**config.mk**
```make
export PLATFORM = sky130hd
export DESIGN_NAME = wb_mem_arbiter
export DESIGN_NICKNAME = d
export VERILOG_FILES = /design/src/rtl/wb_mem_arb_pkg.sv /design/src/rtl/wb_mem_arbiter_rr_picker3.sv /design/src/rtl/wb_mem_arbiter.sv
export SDC_FILE = /design/constraint.sdc
export NUM_CORES = 1
export LEC_CHECK = 0
export CELL_PAD_IN_SITES_DETAIL_PLACEMENT = 1
export CELL_PAD_IN_SITES_GLOBAL_PLACEMENT = 2
export CORE_ASPECT_RATIO = 0.6
export CORE_MARGIN = 5
export CORE_UTILIZATION = 23
export DETAILED_ROUTE_END_ITERATION = 6
export HOLD_SLACK_MARGIN = 0.15
export PLACE_DENSITY_LB_ADDON = 0.12
export SYNTH_ARGS = -nofsm -noshare
export SYNTH_HDL_FRONTEND = slang
export SYNTH_SLANG_ARGS = --single-unit
export TNS_END_PERCENT = 5
```
**constraint.sdc**
```tcl
create_clock -name clk -period 5.1 [get_ports clk]
set_clock_uncertainty 0.15 [all_clocks]
set_input_delay 1.02 -clock clk [delete_from_list [all_inputs] [get_ports clk]]
set_output_delay 1.02 -clock clk [all_outputs]
set_load 0.05 [all_outputs]
```
**src/rtl/wb_mem_arb_pkg.sv**
```systemverilog
// wb_mem_arb_pkg: shared states, requester indices and helpers for the memory arbiter
package wb_mem_arb_pkg;
  typedef enum logic [1:0] {IDLE, BUSY, RESP} state_t;
  localparam logic [2:0] REQ_CPU = 3'd1;
  localparam logic [2:0] REQ_FIR = 3'd2;
  localparam logic [2:0] REQ_MM  = 3'd3;
  localparam logic [2:0] REQ_QS  = 3'd4;
  localparam logic [31:0] ERR_DATA = 32'hDEAD_BEEF;
  function automatic logic [3:0] onehot(input logic [1:0] i);
    return 4'b0001 << i;
  endfunction
endpackage

```
**src/rtl/wb_mem_arbiter_rr_picker3.sv**
```systemverilog
// rr_picker3: round-robin pick among DMA requesters 2..4, starting after ptr
module rr_picker3
  import wb_mem_arb_pkg::*;
(
  input  logic [2:0] valid,
  input  logic [2:0] ptr,
  output logic [2:0] win,
  output logic       found
);
  logic [4:0] v;
  logic [2:0] c0, c1;
  always_comb begin
    v = {valid, 2'b00};
    c0 = (ptr == REQ_QS) ? REQ_FIR : ptr + 3'd1;
    c1 = (c0 == REQ_QS) ? REQ_FIR : c0 + 3'd1;
    win = v[c0] ? c0 : v[c1] ? c1 : v[ptr] ? ptr : 3'd0;
    found = |valid;
  end
endmodule

```
**src/rtl/wb_mem_arbiter.sv**
```systemverilog
// wb_mem_arbiter: CPU-priority, DMA round-robin arbiter onto a single memory port with timeout
module wb_mem_arbiter
  import wb_mem_arb_pkg::*;
#(
  parameter int AW = 32,
  parameter int DW = 32,
  parameter int TIMEOUT = 255,
  parameter int STARVE_LIMIT = 4
) (
  input  logic          clk,
  input  logic          rst,
  input  logic [AW-1:0] addr_1,
  input  logic [AW-1:0] addr_2,
  input  logic [AW-1:0] addr_3,
  input  logic [AW-1:0] addr_4,
  input  logic          rw_1,
  input  logic          rw_2,
  input  logic          rw_3,
  input  logic          rw_4,
  input  logic          valid_in_1,
  input  logic          valid_in_2,
  input  logic          valid_in_3,
  input  logic          valid_in_4,
  input  logic [DW-1:0] data_in_1,
  input  logic [DW-1:0] data_in_2,
  input  logic [DW-1:0] data_in_3,
  input  logic [DW-1:0] data_in_4,
  output logic          valid_out_1,
  output logic          valid_out_2,
  output logic          valid_out_3,
  output logic          valid_out_4,
  output logic [DW-1:0] data_out_1,
  output logic [DW-1:0] data_out_2,
  output logic [DW-1:0] data_out_3,
  output logic [DW-1:0] data_out_4,
  output logic          mem_en,
  output logic          mem_we,
  output logic [AW-1:0] mem_addr,
  output logic [DW-1:0] mem_wdata,
  input  logic [DW-1:0] mem_rdata,
  input  logic          mem_ack,
  output logic [3:0]    grant,
  output logic          timeout_err
);
  localparam int TW = $clog2(TIMEOUT + 1);
  localparam int SW = $clog2(STARVE_LIMIT + 1);
  state_t state;
  logic [TW-1:0] tcnt;
  logic [SW-1:0] streak;
  logic [2:0] rr_ptr, dma_win, pick;
  logic [1:0] own;
  logic [3:0] vout;
  logic [DW-1:0] dout [4];
  logic dma_found, any_dma, starve, pick_cpu, go, sel_rw;
  logic [AW-1:0] sel_addr;
  logic [DW-1:0] sel_wdata;
  rr_picker3 u_rr (
    .valid({valid_in_4, valid_in_3, valid_in_2}),
    .ptr(rr_ptr),
    .win(dma_win),
    .found(dma_found)
  );
  always_comb begin
    any_dma = valid_in_2 | valid_in_3 | valid_in_4;
    starve = (streak == SW'(STARVE_LIMIT)) && any_dma;
    pick_cpu = valid_in_1 && !starve;
    go = valid_in_1 || dma_found;
    pick = pick_cpu ? REQ_CPU : dma_win;
    sel_addr = (pick == REQ_CPU) ? addr_1 : (pick == REQ_FIR) ? addr_2 : (pick == REQ_MM) ? addr_3 : addr_4;
    sel_rw = (pick == REQ_CPU) ? rw_1 : (pick == REQ_FIR) ? rw_2 : (pick == REQ_MM) ? rw_3 : rw_4;
    sel_wdata = (pick == REQ_CPU) ? data_in_1 : (pick == REQ_FIR) ? data_in_2 : (pick == REQ_MM) ? data_in_3 : data_in_4;
  end
  always_ff @(posedge clk) begin
    if (rst) begin
      state <= IDLE;
      grant <= '0;
      mem_en <= 1'b0;
      mem_we <= 1'b0;
      mem_addr <= '0;
      mem_wdata <= '0;
      own <= '0;
      tcnt <= '0;
      streak <= '0;
      rr_ptr <= REQ_QS;
      vout <= '0;
      timeout_err <= 1'b0;
      dout <= '{default: '0};
    end else begin
      vout <= '0;
      timeout_err <= 1'b0;
      case (state)
        IDLE: if (go) begin
          state <= BUSY;
          own <= 2'(pick - 3'd1);
          grant <= onehot(2'(pick - 3'd1));
          mem_en <= 1'b1;
          mem_we <= sel_rw;
          mem_addr <= sel_addr;
          mem_wdata <= sel_wdata;
          if (pick_cpu)
            streak <= !any_dma ? '0 : (streak == SW'(STARVE_LIMIT)) ? streak : streak + 1'b1;
          else begin
            streak <= '0;
            rr_ptr <= dma_win;
          end
        end
        BUSY: begin
          tcnt <= tcnt + 1'b1;
          // ack takes precedence over a timeout landing in the same cycle
          if (mem_ack || tcnt == TW'(TIMEOUT - 1)) begin
            state <= RESP;
            mem_en <= 1'b0;
            grant <= '0;
            vout[own] <= 1'b1;
            timeout_err <= !mem_ack;
            if (!mem_ack) dout[own] <= DW'(ERR_DATA);
            else if (!mem_we) dout[own] <= mem_rdata;
          end
        end
        RESP: begin
          state <= IDLE;
          grant <= '0;
          tcnt <= '0;
        end
        default: state <= IDLE;
      endcase
    end
  end
  assign {valid_out_4, valid_out_3, valid_out_2, valid_out_1} = vout;
  assign data_out_1 = dout[0];
  assign data_out_2 = dout[1];
  assign data_out_3 = dout[2];
  assign data_out_4 = dout[3];
endmodule

```
After elaboration in Yosys (flattened, before gate mapping)
Cells that the tools add are included.
{"block": "op_classes", "n_addsub": 5, "order_cmp": 7, "eq_ne": 13, "shifts": 1, "n_mux": 41, "n_bitwise": 9, "reduce_logical": 21}
{"cell": "128-bit 2-to-1 mux", "count": 2}
{"cell": "32-bit 2-to-1 mux", "count": 7}
{"cell": "128-bit bitwise mux", "count": 1}
{"cell": "96-bit OR", "count": 1}
{"cell": "32-bit demux with 2-bit select", "count": 1}
{"cell": "32-bit AND", "count": 1}
{"cell": "32-bit NOT", "count": 1}
{"cell": "3-bit 2-to-1 mux", "count": 9}
{"cell": "8-bit case mux with 2 select lines", "count": 1}
{"cell": "3-bit AND reduction", "count": 5}
{"cell": "3-bit by 4-bit < comparator with 1-bit output, second input constant", "count": 3}
{"cell": "4-bit case mux with 3 select lines", "count": 1}
{"cell": "3-bit by 1-bit adder with 3-bit output, second input constant", "count": 3}
{"cell": "1-bit binary-select mux with 3-bit select", "count": 3}
{"cell": "3-bit equality test, second input constant", "count": 3}
{"cell": "1-bit 2-to-1 mux", "count": 9}
{"cell": "8-bit by 1-bit adder with 8-bit output, second input constant", "count": 1}
{"cell": "8-bit equality test, second input constant", "count": 1}
{"cell": "4-bit 2-to-1 mux", "count": 2}
{"cell": "3-bit by 2-bit equality test with 1-bit output, second input constant", "count": 2}
{"cell": "2-bit inequality test, second input constant", "count": 3}
{"cell": "3-bit OR reduction", "count": 2}
{"cell": "1-bit logical AND", "count": 4}
{"cell": "2-bit 2-to-1 mux", "count": 2}
{"cell": "other kinds (22)", "count": 29}
{"block": "word_totals", "regBits": 221, "input_bits": 299, "out_inout_bits": 203, "elab_cells": 113}

Depth between registers and ports, before layout
Gate-level depths: netlist (run 1).
{"block": "logic_depth", "ltp_word": 13, "depth_mapped": 18, "depth_no_buf": 14}

Cells and area by module
From an unflattened synthesis (run 1), not the netlist that was laid out.
{"block": "unflattened", "hier_cells": 1060, "area_unflattened_um2": 10477.5}
{"mod": "wb_mem_arbiter", "instances": 1, "cells_each": 1002, "area_per_inst_um2": 10090.9, "seq_area_each_um2": 4424.2}
{"mod": "rr_picker3", "instances": 1, "cells_each": 58, "area_per_inst_um2": 386.6, "seq_area_each_um2": 0.0}

Worst setup path after synthesis (run 1)
OpenSTA, ideal clock, no wires.
{"block": "synth_path", "path_type": "register to register", "start": "reg rr_ptr[0]", "end": "reg mem_addr[0]", "setup_time_ns": 0.141, "t_arrival_ns": 3.619, "t_required_ns": 4.809, "slack_ns": 1.190, "path_stages_with_launch": 18, "path_buffers": 4, "synth_period_minus_slack_ns": 3.910, "path_cell_list": "dfxtp_1 > clkbuf_1 > inv_1 > ha_1 > or4b_1 > and3_1 > o21ai_1 > nor2_1 > mux2i_1 > a22oi_1 > and2_1 > ha_1 > buf_1 > o32ai_2 > buf_6 > buf_6 > a22oi_2 > o31ai_2"}
{"block": "synth_between", "elab_chain_cells": 13, "elab_cells_between_ends": 22, "classes_between": "add/sub: 2; eq/ne: 5; mux: 15"}
{"element": "start, declared", "line_no": "wb_mem_arbiter.sv:50", "rtl": "logic [2:0] rr_ptr, dma_win, pick;"}
{"element": "start signal, assigned", "line_no": "wb_mem_arbiter.sv:104", "rtl": "rr_ptr <= dma_win;"}
{"element": "3-bit by 1-bit adder with 3-bit output or 3-bit equality test (tied branches)", "line_no": "wb_mem_arbiter_rr_picker3.sv:14", "rtl": "c0 = (ptr == REQ_QS) ? REQ_FIR : ptr + 3'd1;"}
{"element": "3-bit 2-to-1 mux", "line_no": "wb_mem_arbiter_rr_picker3.sv:14"}
{"element": "3-bit by 1-bit adder with 3-bit output or 3-bit equality test (tied branches)", "line_no": "wb_mem_arbiter_rr_picker3.sv:15", "rtl": "c1 = (c0 == REQ_QS) ? REQ_FIR : c0 + 3'd1;"}
{"element": "3-bit 2-to-1 mux", "line_no": "wb_mem_arbiter_rr_picker3.sv:15"}
{"element": "1-bit binary-select mux with 3-bit select", "line_no": "wb_mem_arbiter_rr_picker3.sv:16", "rtl": "win = v[c0] ? c0 : v[c1] ? c1 : v[ptr] ? ptr : 3'd0;"}
{"element": "1-bit 2-to-1 mux (implied by the code)", "line_no": "wb_mem_arbiter_rr_picker3.sv:16"}
{"element": "3-bit 2-to-1 mux", "line_no": "wb_mem_arbiter_rr_picker3.sv:16"}
{"element": "3-bit 2-to-1 mux (*)", "line_no": "wb_mem_arbiter_rr_picker3.sv:16"}
{"element": "3-bit 2-to-1 mux (*)", "line_no": "wb_mem_arbiter.sv:68", "rtl": "pick = pick_cpu ? REQ_CPU : dma_win;"}
{"element": "3-bit by 2-bit equality test with 1-bit output", "line_no": "wb_mem_arbiter.sv:69", "rtl": "sel_addr = (pick == REQ_CPU) ? addr_1 : (pick == REQ_FIR) ? addr_2 : (pick == REQ_MM) ? addr_3 : addr_4;"}
{"element": "32-bit 2-to-1 mux (2 in series)", "line_no": "wb_mem_arbiter.sv:69"}
{"element": "32-bit 2-to-1 mux (*)", "line_no": "wb_mem_arbiter.sv:69"}
{"element": "end signal, assigned", "line_no": "wb_mem_arbiter.sv:98", "rtl": "mem_addr <= sel_addr;"}
{"element": "end, declared", "line_no": "wb_mem_arbiter.sv:38", "rtl": "output logic [AW-1:0] mem_addr,"}
Mark *: on every way between the ends. The rest lies on a longest branch, timed or not. The select of a mux whose other input is x is not followed.
A chain may end at the register's enable or synchronous reset.

Final worst setup path (run 1)
{"block": "layout_path", "start": "reg rr_ptr[0]", "end": "reg mem_addr[27]"}
Same word-level chain as after synthesis.

==> results_dict.tcl, run 1 <==
set metrics [dict create \
    status "finished clean" \
    maxCapViolations 0 \
    rsz0062_at_grt "false" \
    power_density_mw_per_mm2 415 \
    areaGrowthSynthToFinish_pct 60.6 \
    final_cell_area_mm2 0.0175 \
    first_pass_grt_wire_length_mm 76.0 \
    worstPathRequired_ns 5.40 \
    cts_max_path_buffers 3 \
    avgRoutedWirePerCell_um 22.0 \
    synth_enable_flop_cells 0 \
    worstMarginPinSlew_ns 0.869 \
    detailedPlacementHpwl_mm 38.1 \
    antenna_found_initial 10 \
    postSynthRegisterBits 221 \
    seq_area_frac_synth_pct 40.6 \
    routed_via_density 4.75 \
    clock_latency_on_the_worst_skew_pair_ns 0.54 \
    r2r-end "mem_addr[27]$_SDFFE_PP0P_" \
    tritoncts "done" \
    cts_inserted_buffers 26 \
    portBuffers 501 \
    worst_path_max_delay_cell "dfxtp_1" \
    timing.rr.start "rr_ptr[0]$_SDFFE_PP0P_" \
    final_nets 2031 \
    cts.sinks 221 \
    most_frequent_cp_cell "a22oi_1" \
    grt_use_met3_pct 3.81 \
    grt_use_total_pct 18.7 \
    hold_class "reg -> reg" \
    synth.net_count 1605 \
    die-width_um 291 \
    crit_path_start_kind "flip-flop" \
    ctsHtreeMaxLevel 1 \
    dieHeight_um 179 \
    cellLeakagePower_nw 5.84 \
    total_routed_length_mm 52.3 \
    synth_cells 1290 \
    initialDrtViolationCount 436 \
    maxSlewViolCount 0 \
    vdd.ir_drop.worst_v 0.000220 \
    via_count 11300 \
    synth.avg_cell_area_um2 8.45 \
    synthesis.yosys.warnings 0 \
    post_synth_num_cell_types 47 \
    timing.final.hold_violations 0 \
    r2r.worst_path.cells 14 \
    place_area_mm2 0.0165 \
    post_layout_nonfiller_instances 2375 \
    globalRouteOverflowTotal 0 \
    timing.max_slew.rel_slack_pct 42.1 \
    drt-pass1-iter-count 4 \
    layout_min_cycle_time_ns 4.41 \
    worstSetupPathDepth 14 \
    start_util_pct 23.4 \
    fin_crit_sh_pct 86.5 \
    postSynth.topFlopCell "dfxtp_1" \
    finalHoldWorstSlack_ns 0.305 \
    synth_async_sr_flop_share_pct 0 \
    final_routed_drc_violation_total 0 \
    worstSetupEndpoint "mem_addr[27]$_SDFFE_PP0P_" \
    maxClockFrequency_mhz 227 \
    cp-end-kind "flip-flop" \
    antenna_left 0 \
    gr-usage-met2_pct 33.5 \
    ctsRootBufferMaster "clkbuf_16" \
    globalplace.congestion 0.828 \
    numPlacedInstances 2318 \
    crit_fanout 65 \
    worst-endpoint-arrival_ns 4.71 \
    grt_util_met1_pct 23.1 \
    layout-drive-gt1-share_pct 10.5 \
    final-setup-viol-count 0 \
    core_region_area_mm2 0.0466 \
    grt_pass1_vias 11700 \
    critical_path.startpoint "rr_ptr[0]$_SDFFE_PP0P_" \
    grt_max_degree 77 \
    fp.dieArea_mm2 0.0520 \
    ctsHoldBuffers 0 \
    row_count 61 \
    rrSetupSlack_ns 0.69 \
    clkSlewWorstSetupHoldPaths_ns 0.07 \
    critical_path.top_delay_family "simple AND/OR/NAND/NOR gates" \
    timing.critical_path.cells "inv_1 -> ha_1 -> or4b_1 -> and3_1 -> o21ai_1 -> nor2_1 -> mux2i_1 -> a22oi_1 -> nand2_1 -> ha_2 -> o32ai_4 -> buf_12 -> a22oi_1 -> o31ai_1" \
    grt_most_used_layer "met2" \
    cts-resized-gates 0 \
    design.portCount 502 \
    mappedNetlistArea_mm2 0.0109 \
    post-cts-setup-buffers 0 \
    cp_num_buf_inv 2 \
    timing.setup.tns_ns 0 \
    worst-setup-path-type "reg -> reg" \
    cpPeakStageDelay_ns 0.63 \
]
==> worst min-delay path by stage <==
stage / depth (start not counted) / end / startpoint / slack [ns]
5_1_grt: 2 / data_out_4[17]$_SDFFE_PP0P_ / data_out_4[17]$_SDFFE_PP0P_ / 0.32
4_1_cts: 2 / data_out_4[29]$_SDFFE_PP0P_ / data_out_4[29]$_SDFFE_PP0P_ / 0.31
3_5_place_dp: 2 / mem_addr[21]$_SDFFE_PP0P_ / mem_addr[21]$_SDFFE_PP0P_ / 0.30
2_1_floorplan: 2 / streak[2]$_SDFFE_PP0P_ / streak[2]$_SDFFE_PP0P_ / 0.31
3_3_place_gp: 2 / mem_addr[21]$_SDFFE_PP0P_ / mem_addr[21]$_SDFFE_PP0P_ / 0.29
6_report: 2 / data_out_3[22]$_SDFFE_PP0P_ / data_out_3[22]$_SDFFE_PP0P_ / 0.30
==> per-layer routing <==
| metal | wire length, µm | vias to the layer above |
|---|---|---|
| met5 | 23 | - |
| met4 | 1220 | 4 |
| met3 | 2110 | 63 |
| met2 | 27100 | 198 |
| met1 | 21900 | 5513 |
| li1 | - | 5500 |
==> report_power, final <==
group	switching [mW]	internal [mW]	total (mW)
clock network	0.821	1.40	2.22
logic	1.85	1.12	2.97
registers	0.131	1.93	2.06
total	2.80	4.45	7.25
==> final cells by class <==
type                            instances  area (µm²)
Fill cell                            5375       29100
Multi-Input combinational cell        936        5950
Timing Repair Buffer                  523        5290
Sequential cell                       221        4420
Tap cell                              630         788
Clock buffer                           33         718
Clock inverter                         15         282
Inverter                                8        30.0
Antenna cell                            9        22.5
==> cell families after synthesis <==
| family | share of synthesized area [%] |
|---|---|
| simple gates | 20.6 |
| buf+inv | 5.62 |
| mux | 0.184 |
| fa+ha+maj | 1.84 |
| xor+xnor | 0.482 |
| compound gates | 30.7 |
| flops | 40.6 |
==> per-stage QoR <==
| step | setup slack (ns) | total power [mW] | utilization, % |
|---|---|---|---|
| after floorplan | 1.19 | 4.01 | - |
| after global placement | 0.723 | 5.07 | 35.4 |
| after detailed placement | 0.626 | 5.10 | 35.4 |
| after CTS | 0.689 | 7.39 | 37.5 |
| after global routing | 0.386 | 7.64 | 37.6 |
| final | 0.690 | 7.25 | 37.6 |
==> cell usage in the layout, fill, tap and decap left out, types with 28 or more instances in the layout <==
cell type,n
clkdlybuf4s50_1,499
dfxtp_1,221
nand2_1,182
a21oi_1,115
nor2_1,115
a211oi_1,99
o21ai_0,84
nor3b_1,68
o31ai_2,50
a22oi_2,50
nand3_1,36
nor2b_1,28
==> worst register-to-register path, stage by stage, from the launching register on <==
cell and delay [ns]:
dfxtp_1 0.63, inv_1 0.17, ha_1 0.31, or4b_1 0.55, and3_1 0.20, o21ai_1 0.13, nor2_1 0.10, mux2i_1 0.13
a22oi_1 0.37, nand2_1 0.22, ha_2 0.33, o32ai_4 0.15, buf_12 0.40, a22oi_1 0.27, o31ai_1 0.22
==> registers in the layout (all words and copies together) (netlist names) <==
signal       count
own              2
streak           3
tcnt             8
rr_ptr           3
mem_we           1
data_out_2      32
data_out_3      32
mem_wdata       32
mem_addr        32
timeout_err      1
vout             4
data_out_4      32
grant            4
data_out_1      32
state            2
mem_en           1
==> cells in the mapped netlist, types with 2 or more instances <==
cell,number,area (µm²)
dfxtp_1,221,4420
nand2_1,183,687
nor2_1,117,439
a21oi_1,115,576
a211oi_1,99,743
clkbuf_1,91,342
o21ai_0,84,420
nor3b_1,70,526
a22oi_2,50,626
o31ai_2,50,626
nand3_1,36,180
nor2b_1,28,175
a22oi_1,18,135
ha_1,16,200
o31ai_1,16,120
buf_6,13,146
buf_2,12,60.1
buf_1,9,33.8
inv_1,8,30.0
nand3b_1,5,37.5
nand4_1,5,31.3
or3_1,5,31.3
xor2_1,5,43.8
and3_1,4,25.0
nor3_1,4,20.0
nand4b_1,3,26.3
mux2i_1,2,20.0
nand2b_1,2,12.5
(Power assumes the default switching activity.)
==> run 2, diff against run 1 <==
CTS_BUF_LIST = sky130_fd_sc_hd__clkbuf_4   (was not set)
==> run 2 against run 1 <==
  * Largest power group unchanged
  * Clock-buffer cell count grew 58
  * Wire length up 1.1%
  * Sequential cell count stayed put
  * Die area is the same
  * Cell count rose by 2.4%
  * Core utilization fell by 0.42 points
  * Register-to-register slack worse by 0.02 ns
  * Combinational power is essentially flat
  * Fmax decreased by 0.36%
==> results_dict.tcl, run 2 (synthesis results as in run 1) <==
set metrics [dict create \
    worst-setup-path-type "reg -> reg" \
    maxSlewViolCount 0 \
    worstPathRequired_ns 5.53 \
    grt_pass1_vias 12100 \
    most_frequent_standard_cell_in_the_layout_excluding_fill_and_tap_cells "clkdlybuf4s50_1" \
    fin_crit_sh_pct 86.8 \
    seq_power_share_pct 30.3 \
    fp.dieArea_mm2 0.0520 \
    cellLeakagePower_nw 5.83 \
    power.clock.fraction_pct 26.0 \
    layout_min_cycle_time_ns 4.43 \
    antenna_found_initial 8 \
    die-width_um 291 \
    whs_path_depth 2 \
    crit_fanout 65 \
    dieHeight_um 179 \
    worstMarginPinSlew_ns 0.865 \
    power.switching_fraction_pct 41.6 \
    design.portCount 502 \
    globalplace.congestion 0.828 \
    routed_via_density 4.73 \
    via_count 11500 \
    areaGrowthSynthToFinish_pct 58.8 \
    crit_path_start_kind "flip-flop" \
    r2r-end "mem_addr[31]$_SDFFE_PP0P_" \
    row_count 61 \
    tritoncts "done" \
    cp-end-kind "flip-flop" \
    cts_max_path_buffers 3 \
    first_pass_grt_wire_length_mm 77.1 \
    start_util_pct 23.4 \
    post-cts-setup-buffers 0 \
    portBuffers 501 \
    most_frequent_cells_in_the_layout "499 x clkdlybuf4s50_1, 221 x dfxtp_1, 182 x nand2_1" \
    min-delay-start "data_out_3[22]$_SDFFE_PP0P_" \
    ctsHtreeMaxLevel 3 \
    timing.final.hold_violations 0 \
    detailedPlacementHpwl_mm 38.1 \
    cts.sinks 221 \
    globalRouteOverflowTotal 0 \
    status "finished clean" \
    rrSetupSlack_ns 0.67 \
    vdd.ir_drop.worst_v 0.000222 \
    r2r.worst_path.cells 14 \
    layout-drive-gt1-share_pct 13.1 \
    cts-resized-gates 0 \
    cts_inserted_buffers 67 \
    core_region_area_mm2 0.0466 \
    power_report.internal_total_mw 3.98 \
    timing.rr.start "rr_ptr[0]$_SDFFE_PP0P_" \
    final-setup-viol-count 0 \
    maxCapViolations 0 \
    ctsRootBufferMaster "clkbuf_4" \
    drt-pass1-iter-count 4 \
    initialDrtViolationCount 440 \
    avgRoutedWirePerCell_um 21.7 \
    antenna_left 0 \
    net-switching-power_mw 2.83 \
    hold_class "reg -> reg" \
    maxClockFrequency_mhz 226 \
    rsz0062_at_grt "false" \
    p_total_mw 6.81 \
    timing.max_slew.rel_slack_pct 42.3 \
    ctsHoldBuffers 0 \
    total_routed_length_mm 52.9 \
    clock_latency_on_the_worst_skew_pair_ns 0.70 \
    clkSlewWorstSetupHoldPaths_ns 0.06 \
    final_nets 2072 \
    power_density_mw_per_mm2 393 \
    grt_max_degree 77 \
    worst-endpoint-arrival_ns 4.85 \
    worstHoldEndpoint "data_out_3[22]$_SDFFE_PP0P_" \
    combinationalPowerShare_pct 43.7 \
    final_routed_drc_violation_total 0 \
    timing.setup.tns_ns 0 \
    filler_cell_count 5431 \
    grt_use_total_pct 19.2 \
]
run 2: cell types whose count changed in the layout (fill, tap and decap cells not counted), sizes merged:
cell	change
clkinv	+6
clkinvlp	+1
diode	-3
bufinv	-6
clkbuf	+58
inv	+1
run 2: layout make-up:
class,count,area [µm²],area share [%]
multi-input combinational,936,5950,34.4
sequential,221,4420,25.6
clock buffer,91,683,3.95
antenna,6,15.0,0.0868
inverter,8,30.0,0.174
tap,630,788,4.56
clock inverter,17,129,0.745
timing repair buffer,523,5290,30.5
run 2: worst max path at each step:
stage / end / startpoint
after global placement: mem_wdata[30]$_SDFFE_PP0P_ / valid_in_2
final: mem_addr[31]$_SDFFE_PP0P_ / rr_ptr[0]$_SDFFE_PP0P_
after global routing: mem_addr[31]$_SDFFE_PP0P_ / rr_ptr[0]$_SDFFE_PP0P_
after detailed placement: mem_addr[31]$_SDFFE_PP0P_ / valid_in_2
after CTS: mem_addr[31]$_SDFFE_PP0P_ / rr_ptr[0]$_SDFFE_PP0P_
after floorplan: mem_addr[0]$_SDFFE_PP0P_ / rr_ptr[0]$_SDFFE_PP0P_
run 2: per-stage QoR:
| step | utilization (%) | hold WS, ns | worst slack [ns] | area [µm²] | instances |
|---|---|---|---|---|---|
| 2_1_floorplan | - | 0.308 | 1.19 | 10900 | 1290 |
| 3_3_place_gp | 35.4 | 0.285 | 0.723 | 16500 | 2318 |
| 3_5_place_dp | 35.4 | 0.295 | 0.626 | 16500 | 2318 |
| 4_1_cts | 37.1 | 0.308 | 0.645 | 17300 | 2426 |
| 5_1_grt | 37.2 | 0.325 | 0.381 | 17300 | 2432 |
| 6_report | 37.2 | 0.305 | 0.674 | 17300 | 2432 |
run 2: power groups by stage:
stage	sequential, mW	clock [mW]	combinational (mW)
3_5_place_dp	2.10	0	3.00
2_1_floorplan	2.72	0	1.29
6_report	2.06	1.77	2.97
3_3_place_gp	2.09	0	2.98
4_1_cts	2.06	1.87	3.02
5_1_grt	2.09	1.97	3.18
run 2: worst max-delay path, cell delays in order (launching register included):
cell     delay, ns
dfxtp_1       0.61
inv_1         0.16
ha_1          0.31
or4b_1        0.55
and3_1        0.20
o21ai_1       0.12
nor2_1        0.09
mux2i_1       0.13
a22oi_1       0.37
nand2_1       0.21
ha_2          0.33
o32ai_4       0.15
buf_12        0.38
a22oi_1       0.18
o31ai_1       0.27
run 2: layer usage:
layer  wire (µm)  track usage [%]
met1       22100             23.1
met2       27100             33.6
met3        2380             4.90
met4        1320             6.43
met5          21                0
==> run 3, diff against run 2 <==
RECOVER_POWER = 50   (was not set)
==> run 3 against run 2 <==
  * The flow now finishes with violations (max-capacitance violations, max-slew violations)
  * Final area about the same
  * Core utilization about the same
  * Worst hold slack worse by 0.0038 ns
  * Register-to-register slack worse by 0.06 ns
  * Die area unchanged
  * Critical path depth unchanged
  * Sequential cell count unchanged
  * Fmax down 1.4%
  * Clock-buffer cell count unchanged
  * Wire length down 0.11%
  * Sequential power about the same
  * Worst setup slack worse by 0.061 ns
  * Critical path type unchanged
  * Critical endpoint unchanged
  * Largest cell class unchanged
  * Largest power group unchanged
==> results_dict.tcl, run 3 (synthesis results as in run 1) <==
set metrics [dict create \
    timing.critical_path.cells "inv_1 -> ha_1 -> or4b_1 -> and3_1 -> o21ai_0 -> nor2_1 -> mux2i_1 -> a22oi_1 -> nand2_1 -> ha_2 -> o32ai_4 -> buf_12 -> a22oi_1 -> o31ai_1" \
    cts_max_path_buffers 3 \
    most_frequent_standard_cell_in_the_layout_excluding_fill_and_tap_cells "clkdlybuf4s50_1" \
    initialDrtViolationCount 459 \
    clock_latency_on_the_worst_skew_pair_ns 0.70 \
    most_frequent_cp_cell "a22oi_1" \
    grt_use_total_pct 19.2 \
    place_area_mm2 0.0165 \
    row_count 61 \
    final-setup-viol-count 0 \
    grt_max_degree 77 \
    globalRouteOverflowTotal 0 \
    status "finished, violations left" \
    clkSlewWorstSetupHoldPaths_ns 0.06 \
    cts_inserted_buffers 67 \
    ctsHtreeMaxLevel 3 \
    cellLeakagePower_nw 6.04 \
    ctsRootBufferMaster "clkbuf_4" \
    detailedPlacementHpwl_mm 38.1 \
    power_report.internal_total_mw 3.95 \
    worst-endpoint-arrival_ns 4.91 \
    grt_pass1_vias 12100 \
    drt-pass1-iter-count 4 \
    net-switching-power_mw 2.83 \
    via_count 11500 \
    cpPeakStageDelay_ns 0.61 \
    seq_power_share_pct 30.4 \
    routed_via_density 4.73 \
    timing.max_slew.rel_slack_pct -82.6 \
    failed_checks "max-capacitance violations, max-slew violations" \
    layout_min_cycle_time_ns 4.49 \
    crit_path_start_kind "flip-flop" \
    maxSlewViolCount 60 \
    cts-resized-gates 0 \
    final_nets 2072 \
    timing.setup.tns_ns 0 \
    tritoncts "done" \
    post-cts-setup-buffers 0 \
    vdd.ir_drop.worst_v 0.000222 \
    final_cell_area_mm2 0.0173 \
    timing.final.hold_violations 0 \
    combinationalPowerShare_pct 43.5 \
    fp.dieArea_mm2 0.0520 \
    first_pass_grt_wire_length_mm 77.1 \
    total_routed_length_mm 52.8 \
    maxClockFrequency_mhz 223 \
    antenna_found_initial 8 \
    die-width_um 291 \
    design.portCount 502 \
    power.clock.fraction_pct 26.1 \
    min-delay-start "mem_addr[21]$_SDFFE_PP0P_" \
    multi_input_comb_area_mm2 0.00595 \
    rsz0062_at_grt "false" \
    start_util_pct 23.4 \
    core_region_area_mm2 0.0466 \
    worstMarginPinSlew_ns 2.74 \
    ctsHoldBuffers 0 \
    layout-drive-gt1-share_pct 13.0 \
    areaGrowthSynthToFinish_pct 58.8 \
    cts.sinks 221 \
    p_total_mw 6.78 \
    cp-end-kind "flip-flop" \
    regArea_mm2 0.00442 \
    crit_fanout 65 \
    worst-setup-path-type "reg -> reg" \
    portBuffers 501 \
    fin_crit_sh_pct 88.0 \
    most_frequent_cells_in_the_layout "426 x clkdlybuf4s50_1, 221 x dfxtp_1, 182 x nand2_1" \
    globalplace.congestion 0.828 \
    worst_path_max_delay_cell "dfxtp_1" \
    final_routed_drc_violation_total 0 \
    hold_class "reg -> reg" \
    filler_cell_count 5432 \
    critical_path.startpoint "rr_ptr[0]$_SDFFE_PP0P_" \
    avgRoutedWirePerCell_um 21.7 \
    maxCapViolations 1 \
    dieHeight_um 179 \
    finalHoldWorstSlack_ns 0.301 \
    timing.rr.start "rr_ptr[0]$_SDFFE_PP0P_" \
    worstPathRequired_ns 5.53 \
    power.switching_fraction_pct 41.7 \
    antenna_left 0 \
    power_density_mw_per_mm2 392 \
]
## run 3: layout make-up
type | count | area share (%)
Antenna cell | 6 | 0.0868
Clock buffer | 91 | 3.95
Clock inverter | 17 | 0.745
Inverter | 8 | 0.174
Multi-Input combinational cell | 936 | 34.4
Sequential cell | 221 | 25.6
Tap cell | 630 | 4.56
Timing Repair Buffer | 523 | 30.5
## run 3: metrics by stage
step,util (%),std cells,setup WS [ns]
final,37.2,2432,0.613
after CTS,37.1,2426,0.645
after global placement,35.4,2318,0.723
after global routing,37.2,2432,0.356
after floorplan,-,1290,1.19
after detailed placement,35.4,2318,0.626
## run 3: worst paths after layout
kind	end	slack [ns]	cells past startpoint
setup / recovery	mem_addr[31]$_SDFFE_PP0P_	0.61	14
hold / removal	mem_addr[21]$_SDFFE_PP0P_	0.30	2
setup reg to reg	mem_addr[31]$_SDFFE_PP0P_	0.61	14
hold reg to reg	mem_addr[21]$_SDFFE_PP0P_	0.30	2
## run 3: layer usage
| metal | track usage (%) | up-vias | routed length (µm) | part of all wire (%) |
|---|---|---|---|---|
| met5 | 0 | - | 21 | 0.040 |
| met4 | 6.43 | 4 | 1300 | 2.5 |
| met3 | 4.90 | 76 | 2430 | 4.6 |
| met2 | 33.6 | 238 | 27100 | 51 |
| met1 | 23.1 | 5578 | 21900 | 42 |
| li1 | - | 5619 | - | - |
## run 3: power groups by stage
stage	registers, mW	logic (mW)	clock network (mW)
3_3_place_gp	2.09	2.98	0
6_report	2.06	2.95	1.77
2_1_floorplan	2.72	1.29	0
4_1_cts	2.06	3.02	1.87
5_1_grt	2.09	3.15	1.97
3_5_place_dp	2.10	3.00	0
## run 3: worst max-delay path: cells and delay by family (launching register included)
| family | cells | cell delay (ns) |
|---|---|---|
| buffers and inverters | 2 | 0.54 |
| AND/OR/NAND/NOR | 4 | 1.08 |
| AO/OA/AOI/OAI | 5 | 1.12 |
| multiplexers | 1 | 0.13 |
| adder cells (fa/ha/maj) | 2 | 0.64 |
| flip-flops | 1 | 0.61 |
